<file path="config.mk">
export PLATFORM = sky130hd
export DESIGN_NAME = sw_alloc_sched_flat
export DESIGN_NICKNAME = d
export VERILOG_FILES = /design/src/rtl/sw_alloc_sched_pkg.sv /design/src/rtl/sw_alloc_sched_if.sv /design/src/rtl/sw_alloc_sched_rank4.sv /design/src/rtl/sw_alloc_sched.sv /design/src/flat_wrapper.sv
export SDC_FILE = /design/constraint.sdc
export NUM_CORES = 1
export LEC_CHECK = 0
export BUFFER_PORTS_ARGS = -buffer_cell sky130_fd_sc_hd__buf_2
export CORE_ASPECT_RATIO = 1.5
export CORE_MARGIN = 2
export CORE_UTILIZATION = 45
export DETAILED_ROUTE_END_ITERATION = 8
export PLACE_DENSITY = 0.66
export SYNTH_ARGS = -nofsm -noshare
export SYNTH_HDL_FRONTEND = slang
export SYNTH_HIERARCHICAL = 1
export SYNTH_SLANG_ARGS = --single-unit
export TNS_END_PERCENT = 20
</file>
<file path="constraint.sdc">
create_clock -name clk -period 8.2 [get_ports clk]
set_input_delay 1.64 -clock clk [delete_from_list [all_inputs] [get_ports clk]]
set_output_delay 1.64 -clock clk [all_outputs]
set_load 0.01 [all_outputs]
</file>
<file path="src/rtl/sw_alloc_sched_pkg.sv">
// Shared constants and types for the bless_mc switch-allocator scheduler.
package sw_alloc_sched_pkg;

    localparam int NUM_CH         = 4;
    localparam int NUM_PORT       = 4;
    localparam int PC_INDEX_WIDTH = 3;
    localparam int RANK_W         = 2;

    typedef logic [NUM_PORT-1:0] pv_t;
    typedef logic [RANK_W-1:0]   rank_t;

    function automatic logic [PC_INDEX_WIDTH-1:0] popCount4(input logic [NUM_CH-1:0] v);
        logic [PC_INDEX_WIDTH-1:0] n;
        n = '0;
        for (int i = 0; i < NUM_CH; i++) n = n + PC_INDEX_WIDTH'(v[i]);
        return n;
    endfunction

endpackage

</file>
<file path="src/rtl/sw_alloc_sched_if.sv">
// Channel handshake, allocator and output bundle of the scheduler.
interface sw_alloc_sched_if
    import sw_alloc_sched_pkg::*;
#(
    parameter int AGE_W = 8
);
    logic [NUM_CH-1:0]            in_valid;
    logic [NUM_CH-1:0]            in_ready;
    logic [NUM_CH-1:0]            in_mc;
    logic [NUM_CH*NUM_PORT-1:0]   in_ppv;
    logic [NUM_CH*AGE_W-1:0]      in_age;
    logic [NUM_CH-1:0]            al_mc;
    logic [NUM_CH*NUM_PORT-1:0]   al_ppv;
    logic [PC_INDEX_WIDTH-1:0]    al_numflit;
    logic [NUM_CH*NUM_PORT-1:0]   al_pv;
    logic [NUM_CH-1:0]            out_valid;
    logic [NUM_CH*NUM_PORT-1:0]   out_pv;
    logic [NUM_CH-1:0]            out_last;
    logic [NUM_CH-1:0]            starve;

    modport slave (
        input  in_valid, in_mc, in_ppv, in_age, al_pv,
        output in_ready, al_mc, al_ppv, al_numflit, out_valid, out_pv, out_last, starve
    );

    modport master (
        output in_valid, in_mc, in_ppv, in_age, al_pv,
        input  in_ready, al_mc, al_ppv, al_numflit, out_valid, out_pv, out_last, starve
    );
endinterface

</file>
<file path="src/rtl/sw_alloc_sched_rank4.sv">
// Combinational 4-key rank network: higher key ranks earlier, ties to the lower index.
module sched_rank4
    import sw_alloc_sched_pkg::*;
#(
    parameter int KEY_W = 10
) (
    input  logic  [NUM_CH-1:0][KEY_W-1:0] key,
    output rank_t [NUM_CH-1:0]            rankOfCh,
    output rank_t [NUM_CH-1:0]            chOfRank
);
    always_comb begin
        rankOfCh = '0;
        chOfRank = '0;
        // Rank = number of channels that beat this one; strict total order keeps it a bijection.
        for (int i = 0; i < NUM_CH; i++) begin
            for (int j = 0; j < NUM_CH; j++) begin
                if (j != i && (key[j] > key[i] || (key[j] == key[i] && j < i)))
                    rankOfCh[i] = rankOfCh[i] + rank_t'(1);
            end
        end
        for (int r = 0; r < NUM_CH; r++) begin
            for (int i = 0; i < NUM_CH; i++) begin
                if (rankOfCh[i] == rank_t'(r)) chOfRank[r] = rank_t'(i);
            end
        end
    end
endmodule

</file>
<file path="src/rtl/sw_alloc_sched.sv">
// Rank-ordering scheduler and multicast-residue tracker around the 4-channel port allocator.
module sw_alloc_sched
    import sw_alloc_sched_pkg::*;
#(
    parameter int AGE_W        = 8,
    parameter int STARVE_LIMIT = 15,
    parameter int CNT_W        = 4
) (
    input logic           clk,
    input logic           rst_n,
    sw_alloc_sched_if.slave io
);
    localparam int KEY_W = AGE_W + 2;
    localparam logic [CNT_W-1:0] LIMIT = CNT_W'(STARVE_LIMIT);

    logic [NUM_CH-1:0]                holdValid, holdMc, starveQ;
    pv_t  [NUM_CH-1:0]                holdPpv;
    logic [NUM_CH-1:0][AGE_W-1:0]     holdAge;
    logic [NUM_CH-1:0][CNT_W-1:0]     waitCnt, waitNext;

    logic  [NUM_CH-1:0][KEY_W-1:0]    key;
    rank_t [NUM_CH-1:0]               rankOfCh, chOfRank;

    pv_t  [NUM_CH-1:0]                grant, sendPv, residue;
    logic [NUM_CH-1:0]                retire, loadEn, sendAny;

    // Empty channels get the lowest key so they sink to the bottom ranks.
    always_comb begin
        for (int i = 0; i < NUM_CH; i++) key[i] = {holdValid[i], starveQ[i], holdAge[i]};
    end

    sched_rank4 #(.KEY_W(KEY_W)) uRank (
        .key      (key),
        .rankOfCh (rankOfCh),
        .chOfRank (chOfRank)
    );

    always_comb begin
        io.al_mc  = '0;
        io.al_ppv = '0;
        for (int r = 0; r < NUM_CH; r++) begin
            io.al_mc[r]                       = holdValid[chOfRank[r]] & holdMc[chOfRank[r]];
            io.al_ppv[r*NUM_PORT +: NUM_PORT] = holdValid[chOfRank[r]] ? holdPpv[chOfRank[r]] : '0;
        end
    end

    assign io.al_numflit = popCount4(holdValid);

    always_comb begin
        grant   = '0;
        sendPv  = '0;
        residue = '0;
        retire  = '0;
        sendAny = '0;
        for (int i = 0; i < NUM_CH; i++) begin
            grant[i] = holdValid[i] ? io.al_pv[rankOfCh[i]*NUM_PORT +: NUM_PORT] : '0;
            if (holdMc[i]) begin
                // Ports granted outside the remaining ppv carry no useful copy and are dropped.
                sendPv[i]  = grant[i] & holdPpv[i];
                residue[i] = holdPpv[i] & ~sendPv[i];
                retire[i]  = holdValid[i] && (residue[i] == '0);
            end else begin
                sendPv[i]  = grant[i];
                residue[i] = holdPpv[i];
                retire[i]  = (grant[i] != '0);
            end
            sendAny[i] = (sendPv[i] != '0);
        end
    end

    assign io.in_ready = ~holdValid | retire;
    assign loadEn      = io.in_valid & io.in_ready;
    assign io.starve   = starveQ;

    always_comb begin
        waitNext = '0;
        for (int i = 0; i < NUM_CH; i++) begin
            if (loadEn[i] || retire[i])   waitNext[i] = '0;
            else if (!holdValid[i])       waitNext[i] = '0;
            else if (waitCnt[i] == LIMIT) waitNext[i] = LIMIT;
            else                          waitNext[i] = waitCnt[i] + CNT_W'(1);
        end
    end

    always_ff @(posedge clk or negedge rst_n) begin
        if (!rst_n) begin
            holdValid <= '0;
            holdMc    <= '0;
            holdPpv   <= '0;
            holdAge   <= '0;
            waitCnt   <= '0;
            starveQ   <= '0;
        end else begin
            for (int i = 0; i < NUM_CH; i++) begin
                if (loadEn[i]) begin
                    holdValid[i] <= 1'b1;
                    // A zero ppv means deflect-only, which is handled as unicast.
                    holdMc[i]    <= io.in_mc[i] & (|io.in_ppv[i*NUM_PORT +: NUM_PORT]);
                    holdPpv[i]   <= io.in_ppv[i*NUM_PORT +: NUM_PORT];
                    holdAge[i]   <= io.in_age[i*AGE_W +: AGE_W];
                end else if (retire[i]) begin
                    holdValid[i] <= 1'b0;
                end else if (holdValid[i]) begin
                    holdPpv[i]   <= residue[i];
                end
                waitCnt[i] <= waitNext[i];
                starveQ[i] <= (waitNext[i] == LIMIT);
            end
        end
    end

    always_ff @(posedge clk or negedge rst_n) begin
        if (!rst_n) begin
            io.out_valid <= '0;
            io.out_pv    <= '0;
            io.out_last  <= '0;
        end else begin
            io.out_valid <= sendAny;
            io.out_pv    <= sendPv;
            io.out_last  <= retire & sendAny;
        end
    end

endmodule

</file>
<file path="src/flat_wrapper.sv">
// flat-port wrapper written by rule: the top's interface ports become plain ports
module sw_alloc_sched_flat import sw_alloc_sched_pkg::*;
#(
    parameter int AGE_W        = 8,
    parameter int STARVE_LIMIT = 15,
    parameter int CNT_W        = 4
)
  (clk, rst_n, io_in_valid, io_in_mc, io_in_ppv, io_in_age, io_al_pv, io_in_ready, io_al_mc, io_al_ppv, io_al_numflit, io_out_valid, io_out_pv, io_out_last, io_starve);
  sw_alloc_sched_if #(.AGE_W(AGE_W)) io_i ();
  input logic clk;
  input logic rst_n;
  input wire logic [$bits(io_i.in_valid)-1:0] io_in_valid;
  input wire logic [$bits(io_i.in_mc)-1:0] io_in_mc;
  input wire logic [$bits(io_i.in_ppv)-1:0] io_in_ppv;
  input wire logic [$bits(io_i.in_age)-1:0] io_in_age;
  input wire logic [$bits(io_i.al_pv)-1:0] io_al_pv;
  output wire logic [$bits(io_i.in_ready)-1:0] io_in_ready;
  output wire logic [$bits(io_i.al_mc)-1:0] io_al_mc;
  output wire logic [$bits(io_i.al_ppv)-1:0] io_al_ppv;
  output wire logic [$bits(io_i.al_numflit)-1:0] io_al_numflit;
  output wire logic [$bits(io_i.out_valid)-1:0] io_out_valid;
  output wire logic [$bits(io_i.out_pv)-1:0] io_out_pv;
  output wire logic [$bits(io_i.out_last)-1:0] io_out_last;
  output wire logic [$bits(io_i.starve)-1:0] io_starve;
  assign io_i.in_valid = io_in_valid;
  assign io_i.in_mc = io_in_mc;
  assign io_i.in_ppv = io_in_ppv;
  assign io_i.in_age = io_in_age;
  assign io_i.al_pv = io_al_pv;
  assign io_in_ready = io_i.in_ready;
  assign io_al_mc = io_i.al_mc;
  assign io_al_ppv = io_i.al_ppv;
  assign io_al_numflit = io_i.al_numflit;
  assign io_out_valid = io_i.out_valid;
  assign io_out_pv = io_i.out_pv;
  assign io_out_last = io_i.out_last;
  assign io_starve = io_i.starve;
  sw_alloc_sched #(.AGE_W(AGE_W), .STARVE_LIMIT(STARVE_LIMIT), .CNT_W(CNT_W)) u_core (.clk(clk), .rst_n(rst_n), .io(io_i));
endmodule
</file>
==> reports/metrics.yaml, run 1 <==
syn_area_um2: 7710
yosys_warnings: 6
initial_core_util_pct: 46.0
rrSetupSlack_ps: 2620
ys_top_cells_by_area: "dfrtp_1 (32%), ha_1 (12%), mux4_2 (9.3%), mux2_2 (5.8%), mux2i_1 (4.5%)"
reg2reg_depth: 14
routedWlPerCell_um: 18.2
dieArea_um2: 18200
clockBufferDepth: 2
pin_count: 129
drc: 0
ys_ff_latch: 100
clk_latency_ps: 350
root_buffer: "clkbuf_16"
drtIter0Drc: 265
antenna_found_initial: 0
hold_class: "flop to flop"
setup_viol: 0
hpwl_um: 15900
synth_edf_count: 0
core_um2: 16800
yosys.area.top_type_share_pct: 32.4
period_needed_ps: 6730
port_buffers: 128
cts_buffers: 9
crit_arrival_ps: 5090
cp_cell_sequence: "ha_1 > nand4_1 > inv_1 > and3_1 > a211oi_4 > o31ai_1 > inv_1 > ha_1 > xnor2_1 > mux4_2 > o41ai_1 > o211a_1 > inv_1 > buf_2"
rr_startpoint: "u_core/holdValid[1]"
rsz0062_at_grt: "false"
place_congestion: 0.899
critPathBufInv: 4
cp.depth: 14
vias_per_cell: 5.77
worst_pin_slew_ps: 1200
dr.pass1.iters: 5
synthCells: 743
max_slew_margin_pct: 19.0
post-synth-top-count-cell: "dfrtp_1"
grt_remaining_overflow: 0
yosys.area.top_type: "dfrtp_1"
fmax_mhz: 149
cts_tree: "done"
grt_pass1_wl_um: 31800
diodes: 0
synth_cell_types: 66
grt_max_degree: 60
syn2layout_area_growth_pct: 14.0
hold_buffers: 0
postCtsSetupBuffers: 0
finClkSkew_ps: 8.38
crit_path_max_incr_delay_ps: 740
ys_seq_area_share_pct: 32.4
synthFlopType: "dfrtp_1"
vias: 6179
worst_path_most_repeated_cell: "inv_1"
htree_levels: 3
die_h_um: 164
status: "complete, no violations"
grtUsageTotal_pct: 22.2
crit_family: "compound AO/OA/AOI/OAI gates"
timing.setup.tns_ps: 0
hold_violations: 0
async_flop_share_pct: 100
r2r_end: "u_core/holdPpv[15]"
cap_violations: 0
std_cell_rows: 58
slew_viol_final: 0
startpoint_type: "flop"
crit_type: "flop to output pin"
dpl_worst_slack_ps: 1880
die_w_um: 111
crit_path_end: "io_in_ready[3]"
ctsResizeCount: 0
fin_util_pct: 52.4
drive_above_1_share_pct: 28.3
antenna_left: 0
syn_avg_cell_area_um2: 10.4
worst_path_max_delay_cell: "dfrtp_1"
fin_ws_ps: 1470
grt_pass1_vias: 6228
clkTransAtPathRegs_ps: 60
numClockSinks: 100
num-nets-final: 1004
startpoint: "u_core/holdValid[1]"
syn_nets: 892
critPathRequiredTime_ps: 6560
drt-total-wl_um: 19500
yosys-top-cells-count: "dfrtp_1 (100), inv_1 (84), ha_1 (74), nand2_1 (45), mux2_2 (40)"
fin_crit_sh_pct: 82.0
worstSetupEndpointType: "output pin"
path_max_fanout: 16
-- worst register-to-register path: stages (launching register included) --
cell	delay, ps
dfrtp_1	740
ha_1	370
nand4_1	130
inv_1	90
and3_1	210
a211oi_4	440
o31ai_1	190
inv_1	90
ha_1	310
xnor2_1	520
mux4_2	640
o41ai_1	450
o211a_1	300
nand2b_1	580
mux2_2	420
-- area by class of cell --
cell class / count / area (µm²)
Fill cell: 1564 / 7970
Sequential cell: 100 / 2500
Timing Repair Buffer: 129 / 651
Inverter: 84 / 315
Clock inverter: 5 / 85.1
Clock buffer: 11 / 243
Tap cell: 210 / 263
Multi-Input combinational cell: 531 / 4730
-- flip-flops by register name, summed over array words and instances, names as in the netlist, 16 cells and up --
name and cells:
u_core/waitCnt 16, u_core/io.out_pv 16, u_core/holdPpv 16, u_core/holdAge 32
-- placed cells by master (no fill, tap or decap), drive strengths merged, types with 12 or more instances in the layout --
master / count
mux4: 33
nand2b: 18
dfrtp: 100
nand2: 45
nand3: 24
mux2: 47
a21o: 12
mux2i: 35
buf: 129
and2: 26
ha: 74
o21ai: 24
inv: 84
o31a: 15
a21oi: 35
nor2: 31
-- stage by stage --
step | hold WS, ps | area, µm² | cells
floorplan | 464 | 7710 | 743
global placement | 478 | 8460 | 1054
detailed placement | 488 | 8460 | 1054
CTS | 502 | 8790 | 1070
global route | 522 | 8790 | 1070
finish | 502 | 8790 | 1070
-- kinds of logic (layout without fill, tap and decap cells) --
kind of cell | Yosys count | in the layout | share of synthesized area (%)
adder cells (fa/ha/maj) | 75 | 75 | 12.3
flip-flops | 100 | 100 | 32.4
XOR/XNOR | 4 | 4 | 0.454
buffers and inverters | 112 | 229 | 6.21
AND/OR/NAND/NOR | 178 | 178 | 11.8
multiplexers | 115 | 115 | 21.4
AO/OA/AOI/OAI | 159 | 159 | 15.5
-- worst min path at each step --
| stage | start | to | cells past startpoint |
|---|---|---|---|
| global placement | u_core/holdAge[28] | u_core/holdAge[28] | 1 |
| global route | u_core/holdAge[28] | u_core/holdAge[28] | 1 |
| CTS | u_core/holdAge[28] | u_core/holdAge[28] | 1 |
| finish | u_core/holdAge[28] | u_core/holdAge[28] | 1 |
| floorplan | u_core/holdAge[28] | u_core/holdAge[28] | 1 |
| detailed placement | u_core/holdAge[28] | u_core/holdAge[28] | 1 |
-- layer usage --
metal	global-route usage [%]	wire length, µm
met3	3.91	1150
met5	0	0
met1	24.6	7430
met2	41.2	10200
met4	10.2	774
Power of run 1 is not shown: default switching activity piles up to over one toggle a cycle in this logic, so the estimate is an artifact.
==> inputs of run 2 (changes only) <==
--- a/config.mk
+++ b/config.mk
@@ -5,12 +5,13 @@
 export SDC_FILE = /design/constraint.sdc
 export NUM_CORES = 1
 export LEC_CHECK = 0
+export ABC_AREA = 1
 export BUFFER_PORTS_ARGS = -buffer_cell sky130_fd_sc_hd__buf_2
 export CORE_ASPECT_RATIO = 1.5
 export CORE_MARGIN = 2
 export CORE_UTILIZATION = 45
 export DETAILED_ROUTE_END_ITERATION = 8
-export PLACE_DENSITY = 0.66
+export PLACE_DENSITY = 0.68
 export SYNTH_ARGS = -nofsm -noshare
 export SYNTH_HDL_FRONTEND = slang
 export SYNTH_HIERARCHICAL = 1
==> constraint.sdc (replaced) <==
create_clock -name clk -period 5.85 [get_ports clk]
set_input_delay 1.17 -clock clk [delete_from_list [all_inputs] [get_ports clk]]
set_output_delay 1.17 -clock clk [all_outputs]
set_load 0.01 [all_outputs]
==> run 2 against run 1 <==
Global-route usage up 2.6 points. Non-clock buffer count rose by 9. Setup slack got worse by 950 ps. Synthesized cell count increased by 64%. Hold slack got worse by 23 ps. Synthesized area is 5.9% higher. Final area up 5.1%. Clock-buffer cell count shrank 2. Highest routed layer unchanged.
==> reports/metrics.yaml, run 2 <==
status: "complete, no violations"
antenna_found_initial: 0  # unchanged
std_cell_rows: 60  # +3.4%
drc: 0  # unchanged
syn_nets: 1367  # +53%
diodes: 0  # unchanged
path_max_fanout: 14  # -2
cp_cell_sequence: "inv_1 > ha_1 > nand2_1 > or2_2 > nand3_1 > nand2_1 > nand3b_1 > inv_1 > ha_1 > inv_1 > nand4_1 > nand2_1 > nor2_1 > nand2_1 > nand2_1 > inv_1 > o21ai_0 > a21oi_1 > a21oi_2 > nand2_1 > inv_1 > buf_2"
vias_per_cell: 5.21  # -9.7%
dpl_worst_slack_ps: 831  # -1050 ps
final_common_cell: "nand2_1"
clkTransAtPathRegs_ps: 80  # +20 ps
grtUsageTotal_pct: 24.8  # +2.6 points
top_register: "u_core/holdAge"
synthCells: 1218  # +64%
startpoint_type: "flop"
syn_avg_cell_area_um2: 6.70  # -35%
hpwl_um: 18700  # +18%
syn2layout_area_growth_pct: 13.1
yosys.area.top_type: "dfrtp_1"
htree_levels: 3  # unchanged
postCtsSetupBuffers: 0  # unchanged
worst_path_most_repeated_cell: "nand2_1"
crit_arrival_ps: 4160  # -930 ps
cts_buffers: 9  # unchanged
grt_pass1_vias: 7703  # +24%
die_h_um: 169  # +2.8%
worst_path_max_delay_cell: "dfrtp_1"
synthFlopType: "dfrtp_1"
initial_core_util_pct: 45.7  # -0.31 points
fmax_mhz: 188
numClockSinks: 100  # unchanged
worst_pin_slew_ps: 710  # -486 ps
yosys_warnings: 6  # unchanged
grt_max_degree: 53  # -12%
timing.setup.tns_ps: 0  # unchanged
grt_pass1_wl_um: 37900  # +19%
routedWlPerCell_um: 15.1  # -17%
crit_path_max_incr_delay_ps: 430  # -310 ps
clk_latency_ps: 350  # about the same
yosys-top-cells-count: "nand2_1 (415), inv_1 (168), dfrtp_1 (100), nand3_1 (97), a21oi_1 (90)"
hold_violations: 0  # unchanged
critPathRequiredTime_ps: 4680  # -1880 ps
root_buffer: "clkbuf_16"
num-nets-final: 1478  # +47%
num-fill-cells: 1843  # +18%
ys_ff_latch: 100  # unchanged
clockBufferDepth: 2  # unchanged
rsz0062_at_grt: "false"
period_needed_ps: 5330
place_congestion: 0.934  # +3.9%
async_flop_share_pct: 100  # unchanged
worstSetupEndpointType: "output pin"
drt-total-wl_um: 23400  # +20%
port_buffers: 128  # unchanged
post-synth-top-count-cell: "nand2_1"
yosys.area.top_type_share_pct: 30.6  # -1.8 points
setup_viol: 0  # unchanged
synth_edf_count: 0  # unchanged
fin_util_pct: 51.7  # -0.72 points
largest_reg_flops: 32  # unchanged
syn_area_um2: 8170  # +5.9%
hold_buffers: 0  # unchanged
cap_violations: 0  # unchanged
fin_ws_ps: 519  # -955 ps
dieArea_um2: 19300  # +5.7%
cts_tree: "done"
drtIter0Drc: 519  # +96%
pin_count: 129  # unchanged
drive_above_1_share_pct: 16.0  # -12 points
hold_class: "flop to flop"
crit_type: "flop to output pin"
finClkSkew_ps: 15.8  # +7.46 ps
antenna_left: 0  # unchanged
grt_remaining_overflow: 0  # unchanged
slew_viol_final: 0  # unchanged
most-common-layout-cells: "nand2_1 (415), inv_1 (168), buf_2 (127), dfrtp_1 (99), nand3_1 (97)"
fin_crit_sh_pct: 91.1
ys_seq_area_share_pct: 30.6  # -1.8 points
max_slew_margin_pct: 52.6  # +34 points
die_w_um: 114  # +2.8%
ys_top_cells_by_area: "dfrtp_1 (31%), nand2_1 (19%), ha_1 (11%), inv_1 (7.7%), nand3_1 (5.9%)"
dr.pass1.iters: 5  # unchanged
vias: 8085  # +31%
synth_cell_types: 41  # -38%
core_um2: 17900  # +6.6%
-- run 2: cell count changes after synthesis, sizes merged, moves of 35 or more --
cell   previous run  this run
nand2            45       429
inv              84       179
nand3            24       104
a21oi            35        93
o21ai            24        72
mux2             47         0
mux2i            35         0
nor2             31        66
-- run 2: cell families after synthesis --
group	Yosys count	synth area share (%)
AO/OA/AOI/OAI	193	13.3
XOR/XNOR	1	0.107
adder cells (fa/ha/maj)	75	11.6
buffers and inverters	219	11.4
flip-flops	100	30.6
AND/OR/NAND/NOR	630	33.0
-- run 2: area by class of cell --
type	count	area (µm²)	share of cell area (%)
clock inverters	7	91.3	0.989
inverters	181	689	7.46
multi-input cells	899	4740	51.3
repair buffers	138	718	7.77
flip-flops and latches	100	2500	27.1
well taps	217	272	2.94
clock buffers	9	225	2.44
-- run 2: metrics by stage --
stage | instances | instance area, µm² | hold WS [ps]
global placement | 1535 | 8920 | 456
global route | 1551 | 9240 | 515
CTS | 1551 | 9230 | 485
finish | 1551 | 9240 | 479
floorplan | 1218 | 8170 | 442
detailed placement | 1535 | 8920 | 463
-- run 2: routing by layer --
metal / up-vias / global-route usage [%] / share of wire [%]
li1: 4142 / - / -
met1: 3663 / 28.5 / 40
met2: 231 / 45.7 / 52
met3: 49 / 2.79 / 4.2
met4: 0 / 11.0 / 4.3
met5: - / 0 / 0
-- run 2: worst paths after layout --
path,from,end,slack [ps],cells after the start
hold reg to reg,u_core/holdAge[25],u_core/holdAge[25],480,2
setup reg to reg,u_core/holdValid[0],u_core/holdPpv[10],1500,23
min in group asynchronous,rst_n,u_core/waitCnt[7],840,1
hold / removal,u_core/holdAge[25],u_core/holdAge[25],480,2
setup / recovery,u_core/holdAge[15],io_al_ppv[0],520,22
max in group asynchronous,rst_n,u_core/io.out_pv[15],3900,2
-- run 2: repair_timing --
action / CTS / global route
hold endpoints to repair: 0 / 0
setup endpoints to repair: 0 / 5
gates resized for setup: 0 / 2
-- run 2: worst max-delay path: cells and delay by family (launching register included) --
family          cells  cell delay [ps]
simple gates       11             1630
fa+ha+maj           2              610
buf+inv             6              590
compound gates      3              540
flops               1              430
Power of run 2 is left out for the same reason.
==> inputs of run 3 (changes only) <==
--- a/config.mk
+++ b/config.mk
@@ -11,7 +11,8 @@
 export CORE_MARGIN = 2
 export CORE_UTILIZATION = 45
 export DETAILED_ROUTE_END_ITERATION = 8
-export PLACE_DENSITY = 0.68
+export PLACE_DENSITY = 0.66
+export RECOVER_POWER = 50
 export SYNTH_ARGS = -nofsm -noshare
 export SYNTH_HDL_FRONTEND = slang
 export SYNTH_HIERARCHICAL = 1
==> constraint.sdc (replaced) <==
create_clock -name clk -period 6.5 [get_ports clk]
set_input_delay 1.3 -clock clk [delete_from_list [all_inputs] [get_ports clk]]
set_output_delay 1.3 -clock clk [all_outputs]
set_load 0.01 [all_outputs]
==> run 3 against run 2 <==
The run now ends with capacitance limit, slew limit left. Setup slack better by 290 ps. Global-route usage up 0.10 points. Sequential cell count unchanged. Routed wire length down 0.59%. Non-clock buffer count down 3. Clock skew down 6.5 ps.
==> reports/metrics.yaml, run 3 (synthesized netlist as in run 2, its figures left out) <==
fin_crit_sh_pct: 87.5
dieArea_um2: 19300  # unchanged
top_register: "u_core/holdAge"
fmax_mhz: 176
die_h_um: 169  # unchanged
cap_violations: 2  # +2
htree_levels: 3  # unchanged
rsz0062_at_grt: "false"
path_max_fanout: 14  # unchanged
place_area_um2: 8890  # -0.25%
place_congestion: 0.911  # -2.4%
worst_pin_slew_ps: 2060  # +1350 ps
most-common-layout-cells: "nand2_1 (415), inv_1 (168), buf_2 (100), dfrtp_1 (100), nand3_1 (97)"
setup_viol: 0  # unchanged
final_common_cell: "nand2_1"
port_buffers: 128  # unchanged
instances_no_fill: 1547  # -0.26%
root_buffer: "clkbuf_16"
drtIter0Drc: 478  # -7.9%
syn2layout_area_growth_pct: 11.8
cts_buffers: 9  # unchanged
max_slew_margin_pct: -37.0  # -90 points
crit_arrival_ps: 4390  # +230 ps
period_needed_ps: 5690
core_um2: 17900  # unchanged
largest_reg_flops: 32  # unchanged
fin_area_um2: 9130  # -1.2%
critPathRequiredTime_ps: 5200  # +520 ps
violations: "capacitance limit, slew limit"
drive_above_1_share_pct: 13.5  # -2.5 points
fin_util_pct: 51.1  # -0.63 points
dr.pass1.iters: 5  # unchanged
worstSetupEndpointType: "output pin"
postCtsSetupBuffers: 0  # unchanged
hold_violations: 0  # unchanged
pin_count: 129  # unchanged
multi_input_area_um2: 4740  # about the same
finClkSkew_ps: 9.29  # -6.55 ps
cts_tree: "done"
num-fill-cells: 1865  # +1.2%
antenna_left: 0  # unchanged
std_cell_rows: 60  # unchanged
startpoint_type: "flop"
initial_core_util_pct: 45.7  # unchanged
clkTransAtPathRegs_ps: 70  # about the same
clk_latency_ps: 350  # about the same
antenna_found_initial: 0  # unchanged
diodes: 0  # unchanged
crit_type: "flop to output pin"
status: "complete, but fails checks"
hold_class: "flop to flop"
routedWlPerCell_um: 15.0  # -0.34%
grt_pass1_vias: 7663  # -0.52%
vias_per_cell: 5.18  # -0.61%
hpwl_um: 18400  # -1.7%
grtUsageTotal_pct: 24.9  # +0.10 points
hold_buffers: 0  # unchanged
numClockSinks: 100  # unchanged
drc: 0  # unchanged
seq_area_um2: 2500  # about the same
timing.setup.tns_ps: 0  # unchanged
vias: 8015  # -0.87%
grt_pass1_wl_um: 38000  # +0.27%
clockBufferDepth: 2  # unchanged
grt_remaining_overflow: 0  # unchanged
drt-total-wl_um: 23300  # -0.59%
num-nets-final: 1475  # -0.20%
ctsResizeCount: 0  # unchanged
dp_cells: 1532  # -0.20%
grt_max_degree: 65  # +23%
slew_viol_final: 103  # +103
die_w_um: 114  # unchanged
## run 3: cell count changes in the layout (fill, tap and decap cells not counted), sizes merged
cell and delta:
inv +1, clkinvlp +2, clkinv -4, clkbuf +29, buf -32
## run 3: path summary, 6_finish.rpt
path,from,endpoint,slack (ps),cells after the start
worst max-delay path,u_core/holdValid[1],io_al_ppv[3],810,22
worst min-delay path,u_core/holdAge[27],u_core/holdAge[27],470,2
worst max register to register,u_core/holdAge[23],u_core/holdPpv[10],1980,25
worst min register to register,u_core/holdAge[27],u_core/holdAge[27],470,2
max in group asynchronous,rst_n,u_core/holdValid[2],2520,2
min in group asynchronous,rst_n,u_core/holdAge[13],1530,1
## run 3: metal layers
| layer | track usage, % | vias to the layer above | share of wire [%] |
|---|---|---|---|
| li1 | - | 4125 | - |
| met2 | 45.1 | 235 | 52 |
| met3 | 3.69 | 48 | 5.0 |
| met5 | 0 | - | 0 |
| met4 | 11.1 | 0 | 4.2 |
| met1 | 28.7 | 3607 | 39 |
## run 3: worst max-delay path, stage by stage (launching register included)
cell	delay, ps
dfrtp_1	590
inv_1	80
ha_1	300
nand2_1	50
inv_1	60
nand2_1	50
nor4_1	160
nand3b_1	200
inv_1	60
ha_1	310
inv_1	60
nand4_1	80
nand2_1	290
nor2_1	180
nand2_1	60
nand2_1	270
inv_1	230
o21ai_0	190
a21oi_1	60
a21oi_1	390
nand2_1	180
inv_1	80
buf_2	120
## run 3: through the flow
step	setup WS, ps	hold WS (ps)
5_1_grt	397	496
3_3_place_gp	1360	455
3_5_place_dp	1230	459
2_1_floorplan	2250	442
6_report	813	469
4_1_cts	844	477
## run 3: cell type report
type | instances | share of cell area (%)
Multi-Input combinational cell | 899 | 51.9
Sequential cell | 100 | 27.4
Inverter | 181 | 7.55
Timing Repair Buffer | 135 | 7.18
Tap cell | 217 | 2.98
Clock buffer | 9 | 2.47
Clock inverter | 6 | 0.507
Power of run 3 is left out for the same reason.
